File: src/rtl/seq_divider.sv
// Unsigned radix-2 restoring divider: one quotient bit per cycle, valid/ready on both sides.
// A zero divisor bypasses the iteration and returns all-ones / dividend with div_by_zero set.
`timescale 1ns/1ps
module seq_divider #(
  parameter int WIDTH = 16
) (
  input  logic             clk,
  input  logic             rst,
  input  logic             in_valid,
  output logic             in_ready,
  input  logic [WIDTH-1:0] dividend,
  input  logic [WIDTH-1:0] divisor,
  output logic             out_valid,
  input  logic             out_ready,
  output logic [WIDTH-1:0] quotient,
  output logic [WIDTH-1:0] remainder,
  output logic             div_by_zero
);

  localparam int CW = $clog2(WIDTH);

  typedef enum logic [1:0] {
    IDLE,
    BUSY,
    DONE
  } state_t;

  state_t           state_reg, state_next;
  logic [CW-1:0]    count_reg, count_next;
  logic [WIDTH-1:0] dvd_reg, dvd_next;
  logic [WIDTH-1:0] dvs_reg, dvs_next;
  logic [WIDTH-1:0] rem_reg, rem_next;
  logic             dbz_reg, dbz_next;

  logic [WIDTH:0]   shifted;
  logic [WIDTH:0]   trial;
  logic             q_bit;

  // The partial remainder stays below the divisor, so the MSB of the
  // WIDTH+1-bit difference is a reliable sign of the trial subtraction.
  assign shifted = {rem_reg, dvd_reg[WIDTH-1]};
  assign trial   = shifted - {1'b0, dvs_reg};
  assign q_bit   = ~trial[WIDTH];

  always_ff @(posedge clk) begin
    if (rst) begin
      state_reg <= IDLE;
      count_reg <= '0;
      dvd_reg   <= '0;
      dvs_reg   <= '0;
      rem_reg   <= '0;
      dbz_reg   <= 1'b0;
    end else begin
      state_reg <= state_next;
      count_reg <= count_next;
      dvd_reg   <= dvd_next;
      dvs_reg   <= dvs_next;
      rem_reg   <= rem_next;
      dbz_reg   <= dbz_next;
    end
  end

  always_comb begin
    state_next = state_reg;
    count_next = count_reg;
    dvd_next   = dvd_reg;
    dvs_next   = dvs_reg;
    rem_next   = rem_reg;
    dbz_next   = dbz_reg;

    case (state_reg)
      IDLE: begin
        if (in_valid) begin
          if (divisor == '0) begin
            dvd_next   = '1;
            rem_next   = dividend;
            dbz_next   = 1'b1;
            state_next = DONE;
          end else begin
            dvd_next   = dividend;
            dvs_next   = divisor;
            rem_next   = '0;
            dbz_next   = 1'b0;
            count_next = CW'(WIDTH - 1);
            state_next = BUSY;
          end
        end
      end

      BUSY: begin
        // dvd_reg doubles as the quotient shift register: dividend bits
        // leave at the top while quotient bits enter at the bottom.
        rem_next = q_bit ? trial[WIDTH-1:0] : shifted[WIDTH-1:0];
        dvd_next = {dvd_reg[WIDTH-2:0], q_bit};
        if (count_reg == '0) begin
          state_next = DONE;
        end else begin
          count_next = count_reg - CW'(1);
        end
      end

      DONE: begin
        if (out_ready) begin
          state_next = IDLE;
        end
      end

      default: begin
        state_next = IDLE;
      end
    endcase
  end

  assign in_ready    = (state_reg == IDLE);
  assign out_valid   = (state_reg == DONE);
  assign quotient    = dvd_reg;
  assign remainder   = rem_reg;
  assign div_by_zero = dbz_reg;

endmodule

File: config.mk
export PLATFORM = sky130hd
export DESIGN_NAME = seq_divider
export DESIGN_NICKNAME = d
export VERILOG_FILES = /design/src/rtl/seq_divider.sv
export SDC_FILE = /design/constraint.sdc
export NUM_CORES = 1
export LEC_CHECK = 0
export ABC_AREA = 1
export CAP_MARGIN = 20
export CORE_ASPECT_RATIO = 1.4
export CORE_MARGIN = 2
export CORE_UTILIZATION = 50
export CTS_BUF_LIST = sky130_fd_sc_hd__clkbuf_4
export CTS_CLUSTER_DIAMETER = 80
export CTS_CLUSTER_SIZE = 8
export DETAILED_ROUTE_END_ITERATION = 8
export PLACE_DENSITY = 0.85
export SKIP_CTS_REPAIR_TIMING = 1
export SLEW_MARGIN = 20
export SYNTH_ARGS = -nofsm -noshare
export SYNTH_HDL_FRONTEND = slang
export SYNTH_SLANG_ARGS = --single-unit
File: constraint.sdc
create_clock -name clk -period 2.5 [get_ports clk]
set_clock_uncertainty 0.15 [all_clocks]
set_input_delay 0.75 -clock clk [delete_from_list [all_inputs] [get_ports clk]]
set_output_delay 0.75 -clock clk [all_outputs]
set_load 0.1 [all_outputs]
Word-level counts from Yosys, hierarchy flattened
Index checks and enable logic that the tools add are counted.
Widths: inputs -> output; s select.
{ "word_totals": {"regBits": 55, "input_bits": 36, "elab_cells": 43} }
{ "classes": {"add_sub_neg": 2, "eq_ne": 7, "n_mux": 17, "bitwise": 2, "n_reduce_logical": 9} }
{ "ops": {"columns": ["cell", "count"], "rows": [
  ["$mux 16", 5],
  ["$pmux 16 s2", 2],
  ["$sub 17x16->17", 1],
  ["$logic_not 16->1", 1],
  ["$mux 4", 3],
  ["$mux 2", 4],
  ["$ne 2x2->1 const B", 4],
  ["$pmux 4 s2", 1],
  ["$pmux 2 s3", 1],
  ["$reduce_and 3->1", 2],
  ["$logic_not 4->1", 1],
  ["$reduce_and 2->1", 2],
  ["$reduce_and 4->1", 1],
  ["$sub 4x1->4 const B", 1],
  ["$eq 2x1->1 const B", 1],
  ["$eq 2x2->1 const B", 1],
  ["$logic_not 2->1", 1],
  ["$ne 2x1->1 const B", 1],
  ["$not 1->1", 2],
  ["$reduce_bool 2->1", 1],
  ["$mux 1", 1]
]} }

Longest topological paths before layout
Gate-level depths: netlist (run 1).
{ "depth": {"ltp_word": 4, "depth_mapped": 16} }

Worst setup path before layout (run 1)
Ideal clock, no wire load.
{ "synth_timing": {"path_kind": "flip-flop to flip-flop", "startpoint": "reg dvd_reg[15], in the netlist quotient[15]", "endpoint": "reg rem_reg[9], in the netlist remainder[9]", "arrival_time_ps": 2781, "t_required_ps": 2226, "path_slack_ps": -555, "path_stages_with_launch": 17, "path_buffers": 1, "period_less_slack_ps": 3055, "path_cell_list": "dfxtp_1 inv_1 ha_1 fa_1 inv_1 nand2_1 nand2_1 nand3_2 nand2_2 nand2_2 nand2_2 nand2_4 nand2_4 buf_6 nand2_1 nand2_1 a21oi_2"} }
{ "synth_via": {"elab_chain_cells": 3} }
{ "synth_rtl": {"columns": ["element", "line_no", "rtl"], "rows": [
  ["start: declaration", "30", "logic [WIDTH-1:0] dvd_reg, dvd_next;"],
  ["start signal: assignment", "56", "dvd_reg <= dvd_next;"],
  ["$sub 17x16->17", "42", "assign trial = shifted - {1'b0, dvs_reg};"],
  ["$mux 16", "93", "rem_next = q_bit ? trial[WIDTH-1:0] : shifted[WIDTH-1:0];"],
  ["$pmux 16 s2", "71", "case (state_reg)"],
  ["end signal: assignment", "58", "rem_reg <= rem_next;"],
  ["end: declaration", "32", "logic [WIDTH-1:0] rem_reg, rem_next;"]
]} }
No other way between the ends.
A chain may end at the register's enable or synchronous reset.

Final worst setup path (run 1)
Ends and elaborated chain as after synthesis.

==> results of run 1 <==
==> layout make-up <==
| type | instances | area [um2] |
|---|---|---|
| repair buffers | 103 | 928 |
| inverters | 93 | 349 |
| clock buffers | 6 | 45.0 |
| well taps | 97 | 121 |
| fillers | 660 | 2500 |
| clock inverters | 2 | 16.3 |
| multi-input cells | 402 | 2270 |
| diodes | 1 | 2.50 |
| flip-flops and latches | 55 | 1130 |
==> metrics by stage <==
| stage | hold WS [ns] | area [um2] |
|---|---|---|
| after CTS | 0.321 | 4750 |
| after floorplan | 0.283 | 3820 |
| after global placement | 0.296 | 4690 |
| after detailed placement | 0.299 | 4690 |
| final | 0.319 | 4860 |
| after global routing | 0.352 | 4860 |
==> synth_stat cells (2+ instances only) <==
| library cell | count | area (um2) |
|---|---|---|
| a21oi_2 | 11 | 96.3 |
| nor2_2 | 5 | 31.3 |
| dfxtp_1 | 55 | 1100 |
| inv_1 | 83 | 312 |
| a221oi_2 | 2 | 30.0 |
| xor2_1 | 6 | 52.6 |
| nand2_4 | 2 | 22.5 |
| a21oi_1 | 52 | 260 |
| nand4_1 | 5 | 31.3 |
| nand3_2 | 11 | 110 |
| o21ai_1 | 7 | 35.0 |
| inv_2 | 10 | 37.5 |
| mux2i_1 | 9 | 90.1 |
| nand3b_1 | 9 | 67.6 |
| nand3_1 | 23 | 115 |
| and2_1 | 2 | 12.5 |
| nand2_1 | 134 | 503 |
| clkbuf_1 | 11 | 41.3 |
| a31oi_1 | 7 | 43.8 |
| buf_2 | 8 | 40.0 |
| o21ai_0 | 50 | 250 |
| nand2_2 | 15 | 93.8 |
| nor2_1 | 27 | 101 |
| ha_1 | 17 | 213 |
==> critical path: stages, from the launching register on <==
cell	delay [ns]
dfxtp_4	0.38
inv_2	0.04
ha_1	0.23
fa_2	0.37
inv_1	0.09
nand2_1	0.06
nand2_1	0.10
nand3_2	0.07
nand2_2	0.11
nand2_2	0.09
nand2_2	0.08
nand2_4	0.07
nand2_8	0.13
buf_4	0.13
nand2_1	0.04
nand2_1	0.08
a21oi_2	0.05
==> power by group <==
group / switching, uW / total, uW / internal, uW
combinational: 2390 / 3560 / 1170
clock: 305 / 430 / 126
sequential: 147 / 1200 / 1050
==> layer usage <==
metal	routed length, um	track usage [%]
met2	5380	45.9
met5	0	0
met1	4260	28.9
met3	438	2.61
met4	430	12.5
==> logic make-up (layout without fill, tap and decap cells) <==
group	Yosys count	count (layout)	synth area share, %
AOI/OAI and AO/OA	131	131	19.3
xor gates and xnor gates	7	7	1.62
adders and majority gates	18	18	6.15
buffers and inverters	114	204	11.9
DFF	55	55	29.1
muxes	9	9	2.38
other	0	1	0
and+or+nand+nor	237	237	29.6
==> how the worst max path moves through the flow <==
stage | endpoint | cells after the start
2_1_floorplan | remainder[9]$_SDFFE_PP0P_ | 16
3_3_place_gp | dvs_reg[14]$_SDFFE_PP0P_ | 9
3_5_place_dp | dvs_reg[15]$_SDFFE_PP0P_ | 9
4_1_cts | remainder[9]$_SDFFE_PP0P_ | 16
5_1_grt | remainder[7]$_SDFFE_PP0P_ | 15
6_report | remainder[9]$_SDFFE_PP0P_ | 16
==> results.json, run 1 <==
{
  "viasPerCell": 5.29,
  "cp_data_required_time_ns": 2.64,
  "ys_types": 34,
  "cts_buffer_depth": 2,
  "die_w_um": 77.5,
  "worst_slew_pin_slew_ns": 0.374,
  "period_share_pct": 95.1,
  "port_buffers": 70,
  "setup_ws_ns": 0.121,
  "fp.dieArea_um2": 8290,
  "syn_to_final_growth_pct": 28.3,
  "die_h_um": 107,
  "drt_iter0_markers": 284,
  "yosysWarnings": 0,
  "worstReg2RegStart": "quotient[15]$_SDFFE_PP0P_",
  "cts-root-buf": "clkbuf_4",
  "drive_gt1_share_pct": 23.6,
  "wl_mm": 10.5,
  "grt_max_degree": 27,
  "io_pins": 71,
  "dp_cells": 742,
  "powerDensity_nw_per_um2": 1070,
  "finalPower_uw": 5190,
  "clock_latency_ns": 0.38,
  "final_common_cell": "nand2_1",
  "period_needed_ns": 2.38,
  "wire_per_inst_um": 13.8,
  "antenna_found_initial": 1,
  "synth_edf_count": 0,
  "rr_endpoint": "remainder[9]$_SDFFE_PP0P_",
  "hold_end": "dvs_reg[13]$_SDFFE_PP0P_",
  "rr_worst_depth": 16,
  "fmax_mhz": 420,
  "ys_ff_latch": 55,
  "synth-async-reset-ratio_pct": 0,
  "slew_violations": 0,
  "fin_util_pct": 66.0,
  "start_util_pct": 51.4,
  "mostFrequentLayoutCells": "nand2_1 (134), inv_1 (82), buf_4 (60)",
  "core_um2": 7360,
  "path_class": "register to register",
  "grt_pass1_vias": 3936,
  "placement_rows": 37,
  "place.gp.congestion": 0.863,
  "syn-num-nets": 625,
  "worstPathMaxFanout": 12,
  "clkTransAtPathRegs_ns": 0.17,
  "syn_area_um2": 3790,
  "numClockSinks": 55,
  "first_pass_iters": 5,
  "numCtsBuffers": 5,
  "pre_cts_slack_ns": -0.0448,
  "setup_viol": 0,
  "grt_first_pass_wirelength_mm": 17.1,
  "maxCapViolCount": 0,
  "htreeDepth": 2,
  "ys.flop_type": "dfxtp_1",
  "syn_inst": 571,
  "status": "completed",
  "start_kind": "register",
  "grt_use_total_pct": 25.2,
  "worstPathArrival_ns": 2.52,
  "dp_hpwl_mm": 8.13,
  "drcViolationCount": 0,
  "final_cells": 759,
  "p_leak_uw": 0.00234,
  "hold_start": "dvs_reg[13]$_SDFFE_PP0P_",
  "synth_area_per_cell_um2": 6.63,
  "layout.nets": 714,
  "relSlewSlack_pct": 75.0,
  "vias": 4015,
  "reg2reg_slack_ns": 0.12,
  "grt_overflow": 0,
  "yosysSeqAreaShare_pct": 29.1,
  "peakVddDrop_v": 0.000623,
  "startpoint": "quotient[15]$_SDFFE_PP0P_",
  "cts_tree": "yes",
  "hold_viol_final": 0,
  "tns_ns": 0,
  "hold_depth": 2,
  "antenna_left": 0,
  "cp-end-kind": "register",
  "hold_class": "register to register"
}
No activity file was read; power rests on OpenSTA's default activity.
==> run 2: changes to the inputs <==
--- a/config.mk
+++ b/config.mk
@@ -11,7 +11,7 @@
 export CORE_MARGIN = 2
 export CORE_UTILIZATION = 50
 export CTS_BUF_LIST = sky130_fd_sc_hd__clkbuf_4
-export CTS_CLUSTER_DIAMETER = 80
+export CTS_CLUSTER_DIAMETER = 60
 export CTS_CLUSTER_SIZE = 8
 export DETAILED_ROUTE_END_ITERATION = 8
 export PLACE_DENSITY = 0.85
==> results of run 2 <==
The final DEF is identical to that of run 1; final timing and power are the same.
